### src/rtl/alien_march_ctrl.sv
// Alien formation march scheduler.
// Decides when the formation steps sideways, drops a row and reverses, and
// when a wave ends in a clear (pause, level up) or an invasion (game over).
// Step, Drop and Level_Clear are Mealy pulses issued in the decision cycle;
// the position registers downstream act on them at the same clock edge.
module alien_march_ctrl #(
    parameter logic [19:0] MIN_PERIOD    = 20'd50000,
    parameter logic [19:0] PER_ALIEN_CYC = 20'd4000,
    parameter logic [19:0] LEVEL_CYC     = 20'd20000,
    parameter logic [2:0]  MAX_LEVEL     = 3'd7,
    parameter logic [23:0] CLEAR_PAUSE   = 24'd5000000
) (
    input  logic        Clk,
    input  logic        Reset,
    input  logic        Start,
    input  logic [49:0] Aliens_Grid,
    input  logic        Left_Edge,
    input  logic        Right_Edge,
    input  logic        Reached_Bottom,
    output logic        Step,
    output logic        Drop,
    output logic        Move_Right,
    output logic        Level_Clear,
    output logic [2:0]  Level,
    output logic        Game_Over,
    output logic [5:0]  Alive_Count
);

    typedef enum logic [1:0] {IDLE, MARCH, PAUSE, OVER} state_t;

    state_t      state, state_next;
    logic [23:0] counter, counter_next;
    logic [2:0]  level_next;
    logic        move_right_next;
    logic [5:0]  pop;
    logic [21:0] base, lvl_sub;
    logic [20:0] period;
    logic        tick;
    logic        edge_hit;

    // Popcount of the live-alien bitmap
    always_comb begin
        pop = '0;
        for (int i = 0; i < 50; i++) pop = pop + {5'd0, Aliens_Grid[i]};
    end

    // Registered alive count; every decision uses this delayed copy
    always_ff @(posedge Clk or posedge Reset) begin
        if (Reset) Alive_Count <= '0;
        else       Alive_Count <= pop;
    end

    // Move period from population and level, floored at MIN_PERIOD
    always_comb begin
        base    = {2'b0, MIN_PERIOD} + 22'(Alive_Count) * {2'b0, PER_ALIEN_CYC};
        lvl_sub = 22'(Level) * {2'b0, LEVEL_CYC};
        if (base >= lvl_sub + {2'b0, MIN_PERIOD}) period = 21'(base - lvl_sub);
        else                                      period = {1'b0, MIN_PERIOD};
    end

    // >= rather than == so a period that shrinks mid-interval fires at once
    assign tick     = (counter >= ({3'b0, period} - 24'd1));
    assign edge_hit = Move_Right ? Right_Edge : Left_Edge;

    // State and datapath registers
    always_ff @(posedge Clk or posedge Reset) begin
        if (Reset) begin
            state      <= IDLE;
            counter    <= '0;
            Level      <= '0;
            Move_Right <= 1'b1;
        end else begin
            state      <= state_next;
            counter    <= counter_next;
            Level      <= level_next;
            Move_Right <= move_right_next;
        end
    end

    // Next-state logic: bottom beats clear beats tick
    always_comb begin
        state_next      = state;
        counter_next    = counter;
        level_next      = Level;
        move_right_next = Move_Right;
        case (state)
            IDLE: begin
                if (Start) begin
                    state_next   = MARCH;
                    counter_next = '0;
                end
            end
            MARCH: begin
                if (Reached_Bottom) begin
                    state_next   = OVER;
                    counter_next = '0;
                end else if (Alive_Count == 6'd0) begin
                    state_next      = PAUSE;
                    counter_next    = '0;
                    level_next      = (Level >= MAX_LEVEL) ? Level : Level + 3'd1;
                    move_right_next = 1'b1;
                end else if (tick) begin
                    counter_next = '0;
                    if (edge_hit) move_right_next = ~Move_Right;
                end else begin
                    counter_next = counter + 24'd1;
                end
            end
            PAUSE: begin
                // Bottom contact is ignored here while the formation is repositioned
                if (counter >= CLEAR_PAUSE - 24'd1) begin
                    state_next   = MARCH;
                    counter_next = '0;
                end else begin
                    counter_next = counter + 24'd1;
                end
            end
            OVER:    state_next = OVER;
            default: state_next = IDLE;
        endcase
    end

    // Output pulses, mutually exclusive by construction of the priority chain
    always_comb begin
        Step        = 1'b0;
        Drop        = 1'b0;
        Level_Clear = 1'b0;
        Game_Over   = (state == OVER);
        if (state == MARCH && !Reached_Bottom) begin
            if (Alive_Count == 6'd0) begin
                Level_Clear = 1'b1;
            end else if (tick) begin
                Drop = edge_hit;
                Step = ~edge_hit;
            end
        end
    end

endmodule

### config.mk
export PLATFORM = sky130hd
export DESIGN_NAME = alien_march_ctrl
export DESIGN_NICKNAME = d
export VERILOG_FILES = /design/src/rtl/alien_march_ctrl.sv
export SDC_FILE = /design/constraint.sdc
export NUM_CORES = 1
export LEC_CHECK = 0
export ABC_AREA = 0
export ABC_CLOCK_PERIOD_IN_PS = 6800
export BUFFER_PORTS_ARGS = -buffer_cell sky130_fd_sc_hd__buf_2
export CORE_MARGIN = 1
export CORE_UTILIZATION = 35
export CTS_CLUSTER_SIZE = 16
export DETAILED_ROUTE_END_ITERATION = 7
export GPL_TIMING_DRIVEN = 0
export SYNTH_ARGS = -nofsm -noshare
export SYNTH_HDL_FRONTEND = slang
export SYNTH_SLANG_ARGS = --single-unit
### constraint.sdc
create_clock -name Clk -period 6.8 [get_ports Clk]
set_clock_uncertainty 0.15 [all_clocks]
set_input_delay 0.34 -clock Clk [delete_from_list [all_inputs] [get_ports Clk]]
set_output_delay 0.34 -clock Clk [all_outputs]
set_load 0.02 [all_outputs]
==> out/results.ini <==
[floorplan]
start_util = 0.358
die_w_um = 132
placementRows = 47
coreArea_um2 = 16500
ioPinCount = 70
die_height_um = 132
die_area_um2 = 17400

[routing]
postRouteAntennaNets = 0
drtIter0Drc = 270
routed_wl_mm = 14.3
avgViaCountPerCell = 5.01
vias = 5011
firstDrtPassIters = 4
wl_per_cell_um = 14.3
route.detailed.drc = 0

[finish]
layout_commonest_cell = inv_1
area_delta_synth_final_pct = 25.6
diodes = 0
drive_above_1_share = 0.247
nFillCells = 1578
final_area_um2 = 7440
nNetsFinal = 986
final_cell_mix = inv_1, ha_1, buf_2

[timing]
hold_violations = 0
slew_violations = 0
fmax_mhz = 137
fin_crit_ns = 7.30
finalSetupViolCount = 26
setup_slack_ns = -0.502
finalCritPeriodShare = 1.07
worstMarginPinSlew_ns = 0.797
grt_setup_unrepaired = true
slew_headroom = 0.468

[yosys]
yosysTopAreaCell = ha_1
synthDistinctLibCells = 62
synth_ff_type = dfrtp_1
synth-xor-area-share = 0.0621
synthMuxAreaShare = 0.00718
syn_nets = 877
synth_area_leaders = ha_1, fa_1, dfrtp_1, inv_1, xnor2_1
postSynthCellCount = 670
synth_compound_area_frac = 0.154
synthAdderAreaFrac = 0.392
yosys.area_share.simple = 0.150
ys_seq_area_frac = 0.152
mappedNetlistArea_um2 = 5920
synth_top_area_share = 0.196
synth_top_family_by_area = adder cells
synth_edf_count = 0
avgSynthCellArea_um2 = 8.84
synth_async_sr_flop_share = 1.00
yosysWarnings = 0
ys_seq_elements = 36

[clock_network]
cts.sinks = 36
cts_buffers = 5
cts_tree = yes
insertion_delay_ns = 0.29
ctsHtreeMaxLevel = 2
clk_pin_slew_ns = 0.06
hold_buffers = 0
cts_root_buf = clkbuf_16
clk_path_buf_depth = 2

[placed_design]
hpwl_mm = 11.0
dpl_cell_area_um2 = 6620
portBuffers = 69
place_congestion = 0.792

[worst_setup_path]
worstReg2RegStart = Alive_Count[0]
crit_path_max_fanout = 5
cp-start-kind = register
cp-end-kind = primary output
worst_path_max_delay_cell = fa_2
max_stage_delay_ns = 0.66
startpoint = Alive_Count[0]
cp.required_ns = 6.31
path_class = register to primary output
critPathArrivalTime_ns = 6.81

[grt]
grt_max_degree = 37
antenna_found_initial = 0
overflow = 0
grt_pass1_vias = 5213
grt_pass1_wl_mm = 24.6
grt.total_usage = 0.173

[outcome]
violations = setup timing
status = finished with violations

[run]
cap_violations = 0

[min_path]
hold_path_class = input pin to asynchronous set/reset pin

flip-flops by register name, indices dropped and copies added, names as in the netlist:
| signal | cells |
|---|---|
| Level | 3 |
| Move_Right | 1 |
| state | 2 |
| counter | 24 |
| Alive_Count | 6 |
critical path: cells and delay by family, from the launching register on:
family,cells,cell delay [ns]
fa+ha+maj,7,2.50
compound gates,10,2.50
simple gates,5,0.49
flops,1,0.42
xor+xnor,2,0.34
buf+inv,2,0.29
logic make-up (layout without fill, tap and decap cells):
group,Yosys count,count (layout)
compound gates,133,133
xor+xnor,42,42
flops,36,36
buf+inv,124,234
mux,4,4
fa+ha+maj,151,151
simple gates,180,180
worst paths after layout:
| check | to | slack [ns] | depth (start not counted) |
|---|---|---|---|
| hold reg to reg | Move_Right | 0.35 | 2 |
| hold / removal | counter[21] | 0.05 | 2 |
| max in group asynchronous | Alive_Count[0] | 5.88 | 2 |
| min in group Clk | Alive_Count[0] | 0.14 | 2 |
| setup / recovery | Drop | -0.50 | 26 |
| setup reg to reg | counter[7] | -0.43 | 28 |
cell usage after synthesis (6+ instances only):
cell type    n
and2_1       8
nor3_1      15
nand2_1     46
a21oi_1     37
xor2_1      17
or3_1        6
a21o_1      10
a22o_1      11
nor2b_1      7
inv_1      114
o21ai_1     12
nand4_1      6
nor2_1      38
nor4_1       6
dfrtp_1     35
ha_1        93
fa_1        58
nand3_1     27
xnor2_1     25
o21ai_0     18
repair_timing:
item,4_1_cts,5_1_grt
pin swaps,47,20
gates cloned,3,1
gates resized for setup,70,16
endpoints found under the setup margin,26,26
setup buffers,30,2
area by class of cell:
| cell class | count | area (µm²) | share of cell area |
|---|---|---|---|
| Buffer | 10 | 86.3 | 0.0116 |
| Clock buffer | 5 | 125 | 0.0168 |
| Clock inverter | 3 | 42.5 | 0.00572 |
| Inverter | 114 | 428 | 0.0575 |
| Multi-Input combinational cell | 510 | 4950 | 0.665 |
| Sequential cell | 36 | 910 | 0.122 |
| Tap cell | 220 | 275 | 0.0370 |
| Timing Repair Buffer | 102 | 628 | 0.0844 |
per-stage QoR:
step           utilization  hold slack [ns]  setup WS, ns  TNS, ns  std cells
6_report             0.450           0.0453        -0.502    -9.11       1000
5_1_grt              0.450            0.107        -0.773   -16.47       1000
4_1_cts              0.448           0.0723        -0.463    -9.23       1000
3_5_place_dp         0.400            0.340        -0.888   -19.85        959
3_3_place_gp         0.400            0.341        -0.833   -18.38        959
2_1_floorplan            -            0.327       0.00988        0        670
metal layers:
| metal | vias to the layer above | track usage | part of all wire |
|---|---|---|---|
| met3 | 20 | 0.0238 | 0.054 |
| met1 | 2372 | 0.226 | 0.46 |
| met2 | 119 | 0.289 | 0.47 |
| met5 | - | 0 | 0 |
| li1 | 2500 | - | - |
| met4 | 0 | 0.0685 | 0.023 |
Power is left out: the tool's default activity adds up to more than one toggle a clock period on the data nets, which glitch-free logic cannot reach.
